--- src/rtl/interp_pkg.sv ---
// Shared types and constants for the linear interpolating upsampler.
package interp_pkg;

  typedef enum logic [1:0] {
    EMPTY,
    PRIMED,
    EMIT
  } state_t;

  localparam int INTERP_VAL_RES     = 16;
  localparam int INTERP_LOG2_FACTOR = 2;

  // Upsampling factor N for a given log2 factor.
  function automatic int interp_n(input int log2_factor);
    return 1 << log2_factor;
  endfunction

endpackage

--- src/rtl/interp_upsample.sv ---
// Linear interpolating upsampler: each input interval (prev -> cur) is expanded
// into N = 2^LOG2_FACTOR registered samples with ready/valid on both sides.
module interp_upsample
  import interp_pkg::*;
#(
  parameter int VAL_RES     = INTERP_VAL_RES,
  parameter int LOG2_FACTOR = INTERP_LOG2_FACTOR
) (
  input  logic               clk,
  input  logic               rst,
  input  logic [VAL_RES-1:0] in_val,
  input  logic               in_valid,
  output logic               in_ready,
  output logic [VAL_RES-1:0] out_val,
  output logic               out_valid,
  input  logic               out_ready
);

  localparam int N = interp_n(LOG2_FACTOR);
  localparam logic [LOG2_FACTOR-1:0] K_LAST = LOG2_FACTOR'(N - 1);

  state_t                 state_reg, state_next;
  logic [VAL_RES-1:0]     prev_reg, prev_next;
  logic [VAL_RES-1:0]     cur_reg, cur_next;
  logic [LOG2_FACTOR-1:0] k_reg, k_next;
  logic [VAL_RES-1:0]     out_val_reg, out_val_next;
  logic                   out_valid_reg, out_valid_next;
  logic                   in_ready_reg, in_ready_next;

  logic                   in_xfer;
  logic                   out_xfer;
  logic [LOG2_FACTOR-1:0] k_step;

  logic signed [VAL_RES:0]             diff;
  logic signed [LOG2_FACTOR:0]         k_signed;
  logic signed [VAL_RES+LOG2_FACTOR:0] prod;
  logic [VAL_RES-1:0]                  interp_val;

  assign in_xfer  = in_valid && in_ready_reg;
  assign out_xfer = out_valid_reg && out_ready;
  assign k_step   = k_reg + LOG2_FACTOR'(1);

  // Value for the step after the current one; the true sum always lies
  // between prev and cur, so truncating to VAL_RES bits is exact.
  always_comb begin
    diff       = $signed({1'b0, cur_reg}) - $signed({1'b0, prev_reg});
    k_signed   = $signed({1'b0, k_step});
    prod       = diff * k_signed;
    interp_val = prev_reg + VAL_RES'(prod >>> LOG2_FACTOR);
  end

  always_comb begin
    state_next     = state_reg;
    prev_next      = prev_reg;
    cur_next       = cur_reg;
    k_next         = k_reg;
    out_val_next   = out_val_reg;
    out_valid_next = out_valid_reg;

    case (state_reg)
      EMPTY: begin
        if (in_xfer) begin
          prev_next  = in_val;
          state_next = PRIMED;
        end
      end
      PRIMED: begin
        if (in_xfer) begin
          cur_next       = in_val;
          k_next         = '0;
          out_val_next   = prev_reg;
          out_valid_next = 1'b1;
          state_next     = EMIT;
        end
      end
      EMIT: begin
        if (out_xfer) begin
          if (k_reg == K_LAST) begin
            // cur carries over as the first sample of the next interval.
            prev_next      = cur_reg;
            k_next         = '0;
            out_valid_next = 1'b0;
            state_next     = PRIMED;
          end else begin
            k_next       = k_step;
            out_val_next = interp_val;
          end
        end
      end
      default: state_next = EMPTY;
    endcase

    in_ready_next = (state_next != EMIT);
  end

  always_ff @(posedge clk or negedge rst) begin
    if (!rst) begin
      state_reg     <= EMPTY;
      prev_reg      <= '0;
      cur_reg       <= '0;
      k_reg         <= '0;
      out_val_reg   <= '0;
      out_valid_reg <= 1'b0;
      in_ready_reg  <= 1'b0;
    end else begin
      state_reg     <= state_next;
      prev_reg      <= prev_next;
      cur_reg       <= cur_next;
      k_reg         <= k_next;
      out_val_reg   <= out_val_next;
      out_valid_reg <= out_valid_next;
      in_ready_reg  <= in_ready_next;
    end
  end

  assign in_ready  = in_ready_reg;
  assign out_val   = out_val_reg;
  assign out_valid = out_valid_reg;

endmodule

--- config.mk ---
export PLATFORM = sky130hd
export DESIGN_NAME = interp_upsample
export DESIGN_NICKNAME = d
export VERILOG_FILES = /design/src/rtl/interp_pkg.sv /design/src/rtl/interp_upsample.sv
export SDC_FILE = /design/constraint.sdc
export NUM_CORES = 1
export LEC_CHECK = 0
export CELL_PAD_IN_SITES_DETAIL_PLACEMENT = 1
export CELL_PAD_IN_SITES_GLOBAL_PLACEMENT = 1
export CORE_UTILIZATION = 45
export CTS_BUF_LIST = sky130_fd_sc_hd__clkbuf_16
export DETAILED_ROUTE_END_ITERATION = 8
export PLACE_DENSITY = 0.83
export SLEW_MARGIN = 10
export SYNTH_ARGS = -nofsm -noshare
export SYNTH_HDL_FRONTEND = slang
export SYNTH_SLANG_ARGS = --single-unit
--- constraint.sdc ---
create_clock -name clk -period 6.73 [get_ports clk]
set_input_delay 0.673 -clock clk [delete_from_list [all_inputs] [get_ports clk]]
set_output_delay 0.673 -clock clk [all_outputs]
set_load 0.05 [all_outputs]
==> results by group, run 1 <==
Run status
  • Status: complete, no violations

Critical path
  • Crit path cell chain: inv_1 -> ha_1 -> nor2b_1 -> o21a_1 -> o21ai_1 -> a21o_1 -> a21oi_1 -> nand2b_1 -> a31oi_1 -> mux2_1 -> ha_1 -> ha_1 -> or2_2 -> o31a_1 -> or4b_1 -> nand3_1 -> ha_1 -> a21o_1 -> nor3_1 -> a21oi_1 -> xnor2_1 -> xnor2_1 -> o21bai_1 -> nand3_1
  • WP buf/inv: 1
  • Type of element capturing the critical path: register
  • Setup slack, reg-to-reg: 910 ps
  • Critical path class: register to register
  • Worst Reg-to-Reg Cells: 24
  • Worst path max stage delay: 520 ps
  • CP Max Fanout: 5
  • CP dominant cell by count: ha_1
  • Crit-path leading delay family: compound AO/OA/AOI/OAI gates
  • Crit-path slowest cell: or4b_1
  • Arr. time, crit path: 6000 ps
  • Setup crit start kind: register
  • Levels on crit path: 24
  • Crit path required time: 6920 ps

Global route
  • Initial antenna violation count: 0
  • All-Layer GR Usage: 0.2745
  • Largest net degree at the start of global routing: 55
  • First-pass GRT wire length: 24350 um
  • Vias in the first global route: 5059
  • GR Overflow Total: 0

Route
  • Routed wire length: 14770 um
  • Via/cell ratio: 5.901
  • First-pass detailed-route iteration total: 4
  • Residual DRC: 0
  • Number of DRC markers in iteration 0: 163
  • Final ANT Viol Nets: 0
  • Drt wl/cell: 19.21 um
  • Total number of vias: 4538

Synthesis
  • Synth top cells by count: nand2_1, ha_1, dfrtp_1
  • Synth Instances: 601
  • Synth area leaders: dfrtp_1, ha_1, nand2_1
  • Synth Area in Adders: 0.1764
  • Synthesized Nets: 689
  • Cell Area, Synth: 4951 um^2
  • Mux cell area share after synthesis: 0.04473
  • Yosys top cell area share: 0.2729
  • Synth area leader: dfrtp_1
  • Main combinational cell family by area after synthesis: simple AND/OR/NAND/NOR gates
  • Most numerous cell in the Yosys netlist: nand2_1
  • Yosys cell types: 54
  • Synth Area in Simple Gates: 0.2087
  • Ys async rst share: 1.000
  • Sequential cell area fraction in the yosys report: 0.2729
  • Compound-Gate Fraction of Synth Area: 0.1951
  • Most used flip-flop cell after synthesis: dfrtp_1
  • Xor/xnor share of the synthesized area: 0.06015
  • Seq cells post-synth: 54
  • EDFF count, synth: 0
  • Ys Warns: 0
  • Avg Cell Area, Syn: 8.238 um^2

Floorplanning
  • Die ar.: 11430 um^2
  • Core Rows: 37
  • Ports: 38
  • Initial Util: 0.4711
  • Die height: 106.9 um
  • Core Box Area: 10510 um^2
  • Die W: 106.9 um

Power
  • Leakage power: 2.719 nW
  • Worst VDD drop: 0.00009335 V
  • Pwr Density: 111.4 nW/um^2

Hold path
  • Hold Crit Class: register to register
  • Cell depth of the worst hold path: 2

Placed design
  • Number of I/O port buffers: 37
  • Routability cong.: 0.9016
  • DP Worst Slack: 931.9 ps
  • Post-DP Area: 5477 um^2
  • DP HPWL: 11160 um

Cells and area
  • Final Cell Area: 5630 um^2
  • Nets: 720
  • Area Overhead vs Synth: 13.72%
  • Layout cells sized above 1: 0.07425
  • Number of diodes: 0

Timing
  • Hold Fails Final Rpt: 0
  • Slew Limit Fails: 0
  • Worst Tran Pin Value: 743.4 ps
  • Setup-failing EPs final: 0
  • Final min period: 5816 ps
  • RSZ-0062 raised after global routing: no
  • Tcrit/Tclk final: 0.8641
  • Setup WS post-layout: 914.4 ps
  • Fmax achieved: 172.0 MHz
  • Setup Skew: 4.536 ps
  • Rel. slew slack: 0.5044
  • Total negative slack: 0 ps

CTS
  • Reg clk slew, reported paths: 80 ps
  • Clock Latency Late Sink: 300 ps
  • Htree depth: 2
  • Root Buffer: clkbuf_16
  • CTS resizes: 0
  • CTS tree: built
  • Num CTS Buffers: 5
  • Clk buf depth: 2
  • CTS hold repair buffers: 0
  • Setup bufs post-CTS: 0
  • Clock sink count: 54

Flow run
  • Max cap viols: 0
-- power breakdown --
part | leakage, nW | switching [mW] | internal [mW]
logic | 1.89 | 0.00958 | 0.00996
registers | 0.750 | 0 | 0.324
clock network | 0.0759 | 0.141 | 0.143
-- cells in the final DEF (no fill, tap or decap), types with 3 or more instances in the layout --
| master | n |
|---|---|
| or2_2 | 3 |
| ha_1 | 65 |
| inv_1 | 34 |
| nand4_1 | 5 |
| o21ai_2 | 3 |
| o211ai_1 | 3 |
| a21o_1 | 14 |
| dfrtp_1 | 54 |
| mux2_2 | 16 |
| o21ai_1 | 22 |
| o31ai_1 | 3 |
| clkdlybuf4s50_1 | 36 |
| nand2b_1 | 9 |
| buf_4 | 8 |
| mux2i_1 | 3 |
| fa_1 | 3 |
| nor3_1 | 18 |
| o21bai_1 | 5 |
| xnor2_1 | 23 |
| nand3_1 | 9 |
| and3_1 | 3 |
| nand2_1 | 72 |
| a31oi_1 | 25 |
| o21ai_0 | 10 |
| nor3b_1 | 7 |
| nor2_1 | 50 |
| clkbuf_16 | 5 |
| nor2b_1 | 18 |
| o21a_1 | 5 |
| xor2_1 | 11 |
| a21oi_1 | 47 |
| a211oi_1 | 5 |
| and2_1 | 10 |
-- routing by layer --
layer	routed length [um]	global-route usage	vias to the layer above
li1	-	-	2182
met5	0	0	-
met3	393	0.03404	44
met1	6519	0.3183	2234
met4	475	0.1086	0
met2	7382	0.5088	78
-- worst paths after layout --
path	from	to
setup / recovery	prev_reg[1]$_DFFE_PN0P_	out_val[15]$_DFFE_PN0P_
hold / removal	out_val[2]$_DFFE_PN0P_	out_val[2]$_DFFE_PN0P_
setup reg to reg	prev_reg[1]$_DFFE_PN0P_	out_val[15]$_DFFE_PN0P_
hold reg to reg	out_val[2]$_DFFE_PN0P_	out_val[2]$_DFFE_PN0P_
max in group asynchronous	rst	cur_reg[6]$_DFFE_PN0P_
min in group asynchronous	rst	in_ready$_DFF_PN0_
-- area by class of cell --
| type | count | area, um^2 |
|---|---|---|
| inverter | 34 | 127.6 |
| clock buffer | 5 | 125.1 |
| fill | 1279 | 4878 |
| sequential | 54 | 1351 |
| multi-input combinational | 492 | 3402 |
| clock inverter | 3 | 28.78 |
| timing repair buffer | 45 | 425.4 |
| tap | 136 | 170.2 |
-- per-stage QoR --
stage,hold slack (ps),util,power (mW),cells
finish,500.7,0.5358,0.6274,769
global route,512.1,0.5358,0.6447,769
CTS,501.4,0.5358,0.6374,769
detailed placement,479.0,0.5211,0.3507,761
global placement,474.7,0.5211,0.3499,761
floorplan,377.4,-,0.3309,601
-- tightest hold or removal path, stage by stage, from the launching register on --
cell	delay [ps]
dfrtp_1	350
nand2_1	50
o21ai_1	60
-- logic make-up (layout without fill, tap and decap cells) --
group	count (synthesis)	count (layout)
compound gates	156	156
xor+xnor	34	34
fa+ha+maj	68	68
buf+inv	55	87
flops	54	54
mux	20	20
simple gates	214	214
No activity file was read; power rests on OpenSTA's default activity.
==> run 2: changes to the inputs <==
--- a/config.mk
+++ b/config.mk
@@ -5,12 +5,11 @@
 export SDC_FILE = /design/constraint.sdc
 export NUM_CORES = 1
 export LEC_CHECK = 0
-export CELL_PAD_IN_SITES_DETAIL_PLACEMENT = 1
-export CELL_PAD_IN_SITES_GLOBAL_PLACEMENT = 1
-export CORE_UTILIZATION = 45
+export CORE_UTILIZATION = 60
 export CTS_BUF_LIST = sky130_fd_sc_hd__clkbuf_16
 export DETAILED_ROUTE_END_ITERATION = 8
-export PLACE_DENSITY = 0.83
+export PLACE_DENSITY = 0.84
+export SKIP_CTS_REPAIR_TIMING = 1
 export SLEW_MARGIN = 10
 export SYNTH_ARGS = -nofsm -noshare
 export SYNTH_HDL_FRONTEND = slang
==> run 2 against run 1 <==
Compared with the run above:
- sequential power about the same
- setup slack worse by 68 ps
- clock power decreased by 4%
- total power down 1.6%
- wire length is 15% lower
- largest cell class unchanged
==> results by group, run 2 (synthesized netlist as in run 1, its figures left out) <==
Run status
  • Status: complete, no violations

Critical path
  • RR Startpoint: prev_reg[0]$_DFFE_PN0P_
  • Arr. time, crit path: 6070 ps (+70 ps)
  • Crit path required time: 6910 ps (about the same)
  • RR Endpoint: out_val[15]$_DFFE_PN0P_
  • Critical path class: register to register
  • Worst path max stage delay: 510 ps (about the same)
  • Setup slack, reg-to-reg: 850 ps (-70 ps)
  • Worst Reg-to-Reg Cells: 26 (+8.3%)
  • Type of element capturing the critical path: register
  • Crit-path leading delay family: compound AO/OA/AOI/OAI gates
  • Crit-path slowest cell: or4b_1
  • Setup crit start kind: register
  • WP buf/inv: 0 (-1)
  • CP Max Fanout: 4 (-1)

Timing
  • Fmax achieved: 170.0 MHz (-1.2%)
  • RSZ-0062 raised after global routing: no
  • Final min period: 5884 ps (+68.43 ps)
  • Setup WS post-layout: 846.0 ps (-68.43 ps)
  • Setup-failing EPs final: 0 (unchanged)
  • Slew Limit Fails: 0 (unchanged)
  • Worst Tran Pin Value: 1193 ps (+449.6 ps)
  • Tcrit/Tclk final: 0.8743 (+0.01017)
  • Total negative slack: 0 ps (unchanged)
  • Hold Fails Final Rpt: 0 (unchanged)
  • Rel. slew slack: 0.2045 (-0.2999)
  • Setup Skew: 6.104 ps (+1.568 ps)

Placed design
  • DP Worst Slack: 1051 ps (+119.5 ps)
  • Number of I/O port buffers: 37 (unchanged)
  • Routability cong.: 0.9280 (+2.9%)
  • DP HPWL: 9296 um (-17%)

CTS
  • Clock Latency Late Sink: 300 ps (about the same)
  • Clock sink count: 54 (unchanged)
  • Num CTS Buffers: 5 (unchanged)
  • CTS tree: built
  • Clk buf depth: 2 (unchanged)
  • Root Buffer: clkbuf_16
  • Htree depth: 2 (unchanged)
  • Reg clk slew, reported paths: 80 ps (about the same)

Floorplanning
  • Initial Util: 0.6309 (+0.1598)
  • Die height: 92.84 um (-13%)
  • Core Box Area: 7848 um^2 (-25%)
  • Die ar.: 8619 um^2 (-25%)
  • Core Rows: 32 (-14%)
  • Ports: 38 (unchanged)
  • Die W: 92.84 um (-13%)

Global route
  • All-Layer GR Usage: 0.3018 (+0.02733)
  • Vias in the first global route: 4480 (-11%)
  • GR Overflow Total: 0 (unchanged)
  • Largest net degree at the start of global routing: 55 (unchanged)
  • Initial antenna violation count: 0 (unchanged)
  • First-pass GRT wire length: 20690 um (-15%)

Power
  • Worst VDD drop: 0.0001406 V (+51%)
  • Pwr Density: 110.7 nW/um^2 (-0.69%)
  • Leakage power: 2.715 nW (-0.15%)

Route
  • Routed wire length: 12540 um (-15%)
  • Number of DRC markers in iteration 0: 282 (+73%)
  • Final ANT Viol Nets: 0 (unchanged)
  • Residual DRC: 0 (unchanged)
  • Drt wl/cell: 17.08 um (-11%)
  • First-pass detailed-route iteration total: 6 (+2)
  • Via/cell ratio: 6.089 (+3.2%)
  • Total number of vias: 4469 (-1.5%)

Hold path
  • Hold Crit Class: input port to asynchronous set/reset pin

Cells and area
  • Nets: 719 (-0.14%)
  • Commonest non-fill, non-tap cells in the layout: nand2_1, ha_1, dfrtp_1
  • Most common cell after layout, fill and taps aside: nand2_1
  • Number of diodes: 0 (unchanged)
  • Layout cells sized above 1: 0.07278 (-0.001465)
  • Area Overhead vs Synth: 12.71%

Flow run
  • Max cap viols: 0 (unchanged)
-- run 2: worst register-to-register path, delay by kind of cell, from the launching register on --
| kind | cells | cell delay (ps) |
|---|---|---|
| compound gates | 11 | 1890 |
| xor+xnor | 2 | 380 |
| flops | 1 | 420 |
| fa+ha+maj | 5 | 1630 |
| simple gates | 8 | 1470 |
-- run 2: how the worst max path moves through the flow --
stage / startpoint / end / slack [ps] / cells past startpoint
2_1_floorplan: prev_reg[0]$_DFFE_PN0P_ / out_val[15]$_DFFE_PN0P_ / 1530 / 26
3_3_place_gp: prev_reg[1]$_DFFE_PN0P_ / out_val[15]$_DFFE_PN0P_ / 1180 / 24
3_5_place_dp: prev_reg[1]$_DFFE_PN0P_ / out_val[15]$_DFFE_PN0P_ / 1050 / 24
4_1_cts: prev_reg[1]$_DFFE_PN0P_ / out_val[15]$_DFFE_PN0P_ / 930 / 24
5_1_grt: prev_reg[0]$_DFFE_PN0P_ / out_val[15]$_DFFE_PN0P_ / 410 / 26
6_report: prev_reg[0]$_DFFE_PN0P_ / out_val[15]$_DFFE_PN0P_ / 850 / 26
-- run 2: cell type report --
type | instances | area [um^2]
clock buffers | 5 | 125.1
clock inverters | 3 | 28.78
fillers | 633 | 2267
inverters | 34 | 127.6
multi-input cells | 492 | 3402
flip-flops and latches | 54 | 1351
well taps | 102 | 127.6
repair buffers | 44 | 417.9
-- run 2: through the flow --
stage / util / instances / hold slack (ps) / area (um^2) / power (mW)
after floorplan: - / 601 / 377.4 / 4951 / 0.3309
after global placement: 0.6915 / 726 / 473.1 / 5426 / 0.3499
after detailed placement: 0.6915 / 726 / 483.6 / 5426 / 0.3505
after CTS: 0.7111 / 734 / 505.5 / 5580 / 0.6214
after global routing: 0.7111 / 734 / 517.2 / 5580 / 0.6340
final: 0.7111 / 734 / 495.2 / 5580 / 0.6176
-- run 2: per-layer routing --
metal | global-route usage | wire length [um] | share of wire | vias up
met2 | 0.4994 | 5866 | 0.47 | 159
li1 | - | - | - | 2178
met3 | 0.04680 | 811 | 0.065 | 24
met5 | 0 | 0 | 0 | -
met1 | 0.4013 | 5586 | 0.45 | 2108
met4 | 0.1026 | 275 | 0.022 | 0
-- run 2: power by group --
group	leakage [nW]	internal, mW	switching [mW]
Clock	0.0759	0.142	0.132
Combinational	1.89	0.00996	0.00946
Sequential	0.750	0.324	0
Total	2.72	0.476	0.141
